File: config.mk
export PLATFORM = sky130hd
export DESIGN_NAME = dsm_mod2
export DESIGN_NICKNAME = d
export VERILOG_FILES = /design/src/rtl/dsm_mod2.sv
export SDC_FILE = /design/constraint.sdc
export NUM_CORES = 1
export LEC_CHECK = 0
export BUFFER_PORTS_ARGS = -buffer_cell sky130_fd_sc_hd__buf_4
export CAP_MARGIN = 20
export CORE_MARGIN = 4
export CORE_UTILIZATION = 55
export CTS_BUF_LIST = sky130_fd_sc_hd__clkbuf_4 sky130_fd_sc_hd__clkbuf_8
export DETAILED_ROUTE_END_ITERATION = 7
export PLACE_DENSITY_LB_ADDON = 0.05
export SYNTH_ARGS = -nofsm -noshare
export SYNTH_HDL_FRONTEND = slang
export SYNTH_SLANG_ARGS = --single-unit
File: constraint.sdc
create_clock -name clock -period 4.65 [get_ports clock]
set_clock_uncertainty 0.05 [all_clocks]
set_input_delay 0.6975 -clock clock [delete_from_list [all_inputs] [get_ports clock]]
set_output_delay 0.6975 -clock clock [all_outputs]
set_load 0.005 [all_outputs]
File: src/rtl/dsm_mod2.sv
// Second-order 1-bit delta-sigma modulator (CIFB, two saturating integrators).
// Adds overload detection with timed integrator recovery and an idle toggle pattern.
module dsm_mod2 #(
  parameter int IN_W        = 16,
  parameter int ACC_W       = 20,
  parameter int OVF_LIMIT   = 16,
  parameter int RECOVER_CYC = 64
) (
  input  logic                   clock,
  input  logic                   reset,
  input  logic                   en,
  input  logic signed [IN_W-1:0] x_in,
  output logic                   dout,
  output logic                   overload,
  output logic [7:0]             ovf_cnt,
  output logic                   running
);

  localparam int SUM_W = ACC_W + 2;
  localparam int SAT_W = $clog2(OVF_LIMIT + 1);
  localparam int REC_W = (RECOVER_CYC > 1) ? $clog2(RECOVER_CYC) : 1;

  localparam logic signed [SUM_W-1:0] ACC_MAX = {3'b000, {(ACC_W-1){1'b1}}};
  localparam logic signed [SUM_W-1:0] ACC_MIN = {3'b111, {(ACC_W-1){1'b0}}};
  localparam logic signed [SUM_W-1:0] FB_POS  =
    {{(SUM_W-IN_W){1'b0}}, 1'b1, {(IN_W-1){1'b0}}};
  localparam logic signed [SUM_W-1:0] FB_NEG  =
    {{(SUM_W-IN_W+1){1'b1}}, {(IN_W-1){1'b0}}};

  typedef enum logic [1:0] {IDLE, RUN, RECOVER} state_t;

  state_t                   state_q, state_d;
  logic signed [ACC_W-1:0]  i1_q, i1_d, i2_q, i2_d;
  logic                     dout_q, dout_d;
  logic                     overload_q, overload_d;
  logic [7:0]               ovf_cnt_q, ovf_cnt_d;
  logic                     running_q, running_d;
  logic [SAT_W-1:0]         sat_cnt_q, sat_cnt_d;
  logic [REC_W-1:0]         rec_cnt_q, rec_cnt_d;

  logic signed [SUM_W-1:0]  fb, x_ext, i1_ext, i2_ext, sum1, sum2;
  logic signed [ACC_W-1:0]  i1_sat, i2_sat;
  logic                     clamp1, clamp2, clamped;

  // Integrator datapath: sums carry two guard bits so the clamp never sees a wrap.
  always_comb begin
    x_ext  = {{(SUM_W-IN_W){x_in[IN_W-1]}}, x_in};
    i1_ext = {{2{i1_q[ACC_W-1]}}, i1_q};
    i2_ext = {{2{i2_q[ACC_W-1]}}, i2_q};
    fb     = dout_q ? FB_POS : FB_NEG;
    sum1   = i1_ext + x_ext - fb;
    sum2   = i2_ext + i1_ext - fb;

    clamp1 = 1'b1;
    if (sum1 > ACC_MAX)      i1_sat = ACC_MAX[ACC_W-1:0];
    else if (sum1 < ACC_MIN) i1_sat = ACC_MIN[ACC_W-1:0];
    else begin
      i1_sat = sum1[ACC_W-1:0];
      clamp1 = 1'b0;
    end

    clamp2 = 1'b1;
    if (sum2 > ACC_MAX)      i2_sat = ACC_MAX[ACC_W-1:0];
    else if (sum2 < ACC_MIN) i2_sat = ACC_MIN[ACC_W-1:0];
    else begin
      i2_sat = sum2[ACC_W-1:0];
      clamp2 = 1'b0;
    end

    clamped = clamp1 | clamp2;
  end

  // Outside steady RUN the integrators are parked at zero and dout toggles.
  always_comb begin
    state_d    = state_q;
    i1_d       = '0;
    i2_d       = '0;
    dout_d     = ~dout_q;
    overload_d = 1'b0;
    ovf_cnt_d  = ovf_cnt_q;
    sat_cnt_d  = '0;
    rec_cnt_d  = '0;

    if (!en) begin
      state_d = IDLE;
    end else begin
      case (state_q)
        IDLE: state_d = RUN;
        RUN: begin
          if (clamped && (sat_cnt_q == SAT_W'(OVF_LIMIT - 1))) begin
            state_d    = RECOVER;
            overload_d = 1'b1;
            if (ovf_cnt_q != 8'hFF) ovf_cnt_d = ovf_cnt_q + 8'd1;
          end else begin
            i1_d      = i1_sat;
            i2_d      = i2_sat;
            dout_d    = ~i2_sat[ACC_W-1];
            sat_cnt_d = clamped ? (sat_cnt_q + 1'b1) : '0;
          end
        end
        RECOVER: begin
          if (rec_cnt_q == REC_W'(RECOVER_CYC - 1)) state_d = RUN;
          else rec_cnt_d = rec_cnt_q + 1'b1;
        end
        default: state_d = IDLE;
      endcase
    end

    running_d = (state_d == RUN);
  end

  always_ff @(posedge clock or negedge reset) begin
    if (!reset) begin
      state_q    <= IDLE;
      i1_q       <= '0;
      i2_q       <= '0;
      dout_q     <= 1'b0;
      overload_q <= 1'b0;
      ovf_cnt_q  <= '0;
      running_q  <= 1'b0;
      sat_cnt_q  <= '0;
      rec_cnt_q  <= '0;
    end else begin
      state_q    <= state_d;
      i1_q       <= i1_d;
      i2_q       <= i2_d;
      dout_q     <= dout_d;
      overload_q <= overload_d;
      ovf_cnt_q  <= ovf_cnt_d;
      running_q  <= running_d;
      sat_cnt_q  <= sat_cnt_d;
      rec_cnt_q  <= rec_cnt_d;
    end
  end

  assign dout     = dout_q;
  assign overload = overload_q;
  assign ovf_cnt  = ovf_cnt_q;
  assign running  = running_q;

endmodule

Word-level counts from Yosys, hierarchy flattened --
Cells that the tools add are included.
Storage, ports and cells: input bits 19, logic and storage cells 64, register bits after elaboration 64
Operators by class: add/subtract/negate cells 7, bitwise logic cells 3, $lt $le $gt $ge 4, reduce and logical (&&, ||, !) cells 3, multiplexer cells 32, eq/ne operators 6
Operator list (number):
- $mux W20 | 10
- $gt A22 B20 Y1 const B | 2
- $lt A22 B20 Y1 const B | 2
- $sub A21 B22 Y22 | 2
- $mux W22 | 1
- $add A20 B16 Y21 | 1
- $add A20 B20 Y21 | 1
- $mux W5 | 4
- $mux W6 | 3
- $mux W1 | 10
- $add A8 B1 Y8 const B | 1
- $ne A8 B8 Y1 const B | 1
- $add A6 B1 Y6 const B | 1
- $eq A6 B6 Y1 const B | 1
- $mux W2 | 3
- $pmux W2 S3 | 1
- $add A5 B1 Y5 const B | 1
- $eq A5 B4 Y1 const B | 1
- $eq A2 B1 Y1 const B | 2
- $reduce_and A4 Y1 | 1
- $eq A2 B2 Y1 const B | 1
- $logic_not A2 Y1 | 1
- $not A1 Y1 | 2
- $logic_and A1 B1 Y1 | 1
- $or A1 B1 Y1 | 1

Logic depth before layout (Yosys ltp) --
depth in word-level cells 11, depth in mapped cells 17, gate-level depth less buffers 14

Worst setup path after synthesis --
OpenSTA, ideal clock, no wires.
path kind reg-to-reg, from register dout_q (netlist: dout), to register ovf_cnt_q[1] (netlist: ovf_cnt[1]), path buffers 1, setup time 0.128 ns, path slack 0.730 ns, period minus slack after synthesis 3.920 ns, arrival time 3.743 ns, cell stages (with the launch flop) 16, cell sequence dfrtp_1 > inv_1 > fa_1 > inv_1 > ha_1 > clkbuf_1 > a21oi_1 > o21a_1 > o21ai_0 > a221o_1 > a32o_1 > nand3_1 > a22oi_4 > nor3_2 > nand2_1 > mux2_1
Between the ends: cells in the longest elaborated chain, start to end 8, elaborated cells on any way between the ends 14, classes of those cells 2 x add/sub; 4 x order compare; 5 x mux; 1 x bitwise; 2 x reduce/logical
Ends and longest elaborated chain:
- start: declaration | RTL line 34 | logic dout_q, dout_d;
- start signal: assignment | RTL line 127 | dout_q <= dout_d;
- $mux W22 (*) | RTL line 50 | fb = dout_q ? FB_POS : FB_NEG;
- $sub A21 B22 Y22, on equally long branches | RTL line 51, 52
- $lt A22 B20 Y1, on equally long branches | RTL line 56, 64
- $mux W1, on equally long branches | RTL line 56, 64
- $mux W1, on equally long branches | RTL line 55, 63
- $or A1 B1 Y1 (*) | RTL line 70 | clamped = clamp1 | clamp2;
- $logic_and A1 B1 Y1 (*) | RTL line 90 | if (clamped && (sat_cnt_q == SAT_W'(OVF_LIMIT - 1))) begin
- $reduce_and A4 Y1 (no line) (*)
- end signal: assignment | RTL line 129 | ovf_cnt_q <= ovf_cnt_d;
- end: declaration | RTL line 36 | logic [7:0] ovf_cnt_q, ovf_cnt_d;
Mark *: on every way between the ends. The rest lies on a longest branch, timed or not. A chain may end at the register's enable or synchronous reset.

Worst setup path after layout --
from register dout_q (netlist: dout), to register i2_q[18]
Between the ends: cells in the longest elaborated chain, start to end 10, elaborated cells on any way between the ends 18, classes of those cells 2 x add/sub; 4 x order compare; 10 x mux; 1 x bitwise; 1 x reduce/logical
Ends and longest elaborated chain:
- $mux W22 (*) | RTL line 50
- $sub A21 B22 Y22, on equally long branches | RTL line 51, 52
- $lt A22 B20 Y1, on equally long branches | RTL line 56, 64
- $mux W1, on equally long branches | RTL line 56, 64
- $mux W1, on equally long branches | RTL line 55, 63
- $or A1 B1 Y1 | RTL line 70
- $logic_and A1 B1 Y1 | RTL line 90
- $mux W20 (*) | RTL line 90
- $mux W20 (*) | RTL line 87 | case (state_q)
- $mux W20 (*) | RTL line 84 | if (!en) begin
- net i2_d[18] | RTL line 33 | logic signed [ACC_W-1:0] i1_q, i1_d, i2_q, i2_d;
- end signal: assignment | RTL line 126 | i2_q <= i2_d;
- end: declaration | RTL line 33
Mark *: on every way through the listed nets, which the timed path passes. The rest lies on a longest branch.

==> qor.csv <==
metric,value,unit
synth_area,5520,um^2
drc,0,
worstSetupPathType,flop to flop,
synth_seq_area_share,0.290,
syn_nets,752,
wl_per_cell,13.8,um
cts-hold-fix-buffers,0,
final_cells,817,
setup_viol,0,
endpoint_kind,flop,
cts.repair.resized,0,
cts_setup_buffers,0,
crit_fanout,18,
yosysMostFrequentCell,inv_1,
grt_first_pass_wirelength,19.0,mm
die_x,108,um
timing.final.crit_share,0.826,
port_buffers,29,
drv_slew,0,
status,"complete, no violations",
hold_violations,0,
dp_hpwl,8.90,mm
netlist_instances,649,
diodes,0,
setup_tns,0,ns
fmax,260,MHz
clk_latency,0.33,ns
synth_edf_count,0,
dpl_cell_area,5870,um^2
synthTopCellsByArea,"dfrtp_1, ha_1, inv_1, a21oi_1, xnor2_1",
cts_buffers,9,
grt-ovfl-total,0,
core_area,9770,um^2
placementRows,36,
fp.dieArea,11700,um^2
yosys.area.top_type,dfrtp_1,
first_pass_iters,4,
clkTransAtPathRegs,0.07,ns
stdcell_area,6050,um^2
cts_tree,yes,
grt_pass1_vias,4185,
cts_sinks,64,
worst_pin_slew,0.822,ns
cts_root_buf,clkbuf_8,
synth_seq_cells,64,
drt-vias-per-instance,5.48,
place_inst,802,
cts-htree-levels,3,
fill_cells,878,
synth.top_cell.area_share,0.290,
synth_warnings,0,
die_h,108,um
ant_nets,0,
fin_crit,3.84,ns
clockBufferDepth,2,
rsz0062_at_grt,no,
io_pins,30,
vias,4475,
area.sequential,1600,um^2
hold-worst-slack,0.383,ns
start_kind,flop,
initial_core_util,0.565,
grt_usage,0.202,
ys_types,59,
multi_input_area,3390,um^2
wirelength,11.3,mm
synth_flop_cell,dfrtp_1,
syn_area_per_cell,8.50,um^2
drtIter0Drc,205,
cp.arrival,4.04,ns
slew_headroom,0.452,
ys_top_cells_by_count,"inv_1, ha_1, dfrtp_1",
gp_congestion,0.899,
min_path_type,primary input to asynchronous set/reset pin,
syn_to_final_growth,9.61,%
drv_cap,0,
antenna_found_initial,0,
rr_worst_depth,13,
grt_max_degree,65,
async_flop_share,1.00,
crit_required,4.84,ns
drive_gt1_frac,0.0994,
nNetsFinal,783,
[path summary, 6_finish.rpt]
kind                           endpoint  slack, ns    startpoint
min in group clock         sat_cnt_q[0]       0.41  sat_cnt_q[0]
max in group asynchronous      i1_q[13]       3.60         reset
max                            i2_q[18]       0.81          dout
max reg2reg                    i2_q[18]       0.81          dout
min reg2reg                sat_cnt_q[0]       0.41  sat_cnt_q[0]
min                            i1_q[18]       0.38         reset
[critical path: stages, from the launching register on]
cell and delay, ns:
dfrtp_1 0.37, buf_4 0.19, fa_1 0.48, ha_1 0.42
a211oi_1 0.38, nand2_1 0.10, a211o_1 0.28, a21o_1 0.18
o311ai_0 0.16, nand3_1 0.21, a22oi_4 0.30, o21bai_2 0.09
nand2b_4 0.28, a41oi_1 0.26
[sequential cells by signal, indices dropped and copies added (netlist names)]
signal	cells
i1_q	20
i2_q	20
ovf_cnt	8
rec_cnt_q	6
sat_cnt_q	5
state_q	2
dout	1
overload	1
running	1
[final cells by class]
class                      instances  area share
clock inverter                     3     0.00290
multi-input combinational        450       0.561
tap                              133      0.0275
clock buffer                      12      0.0263
timing repair buffer              34      0.0422
inverter                         121      0.0751
sequential                        64       0.265
[routing by layer]
| metal | part of all wire | GRT usage | vias up |
|---|---|---|---|
| met3 | 0.037 | 0.0322 | 17 |
| met2 | 0.48 | 0.344 | 78 |
| met4 | 0.016 | 0.0523 | 0 |
| met1 | 0.46 | 0.269 | 2114 |
| li1 | - | - | 2266 |
| met5 | 0 | 0 | - |
[cells by family after synthesis]
kind of cell	after synthesis	share of synthesized area
AOI/OAI and AO/OA	170	0.202
and+or+nand+nor	148	0.135
DFF	64	0.290
xor gates and xnor gates	46	0.0730
adders and majority gates	84	0.201
muxes	2	0.00385
buffers and inverters	135	0.0946
[metrics by stage]
stage / utilization / worst slack (ns)
after CTS: 0.619 / 0.830
after detailed placement: 0.601 / 0.514
after floorplan: - / 0.730
after global placement: 0.601 / 0.646
final: 0.619 / 0.808
after global routing: 0.619 / 0.417
[cell usage in the layout, fill, tap and decap left out, drive strengths merged, types with 5 or more instances in the layout]
master  count
inv       121
ha         76
a21oi      73
dfrtp      64
nand2      40
buf        34
nor2       32
xnor2      32
o21ai      29
nand3      22
a21o       19
xor2       14
clkbuf     12
and3       10
o21a        9
nand2b      9
fa          8
nor2b       6
nand4       6
nor3        6
a31oi       5
o21bai      5
Power is left out: the tool's default activity adds up to more than one toggle a clock period on the data nets, which glitch-free logic cannot reach.
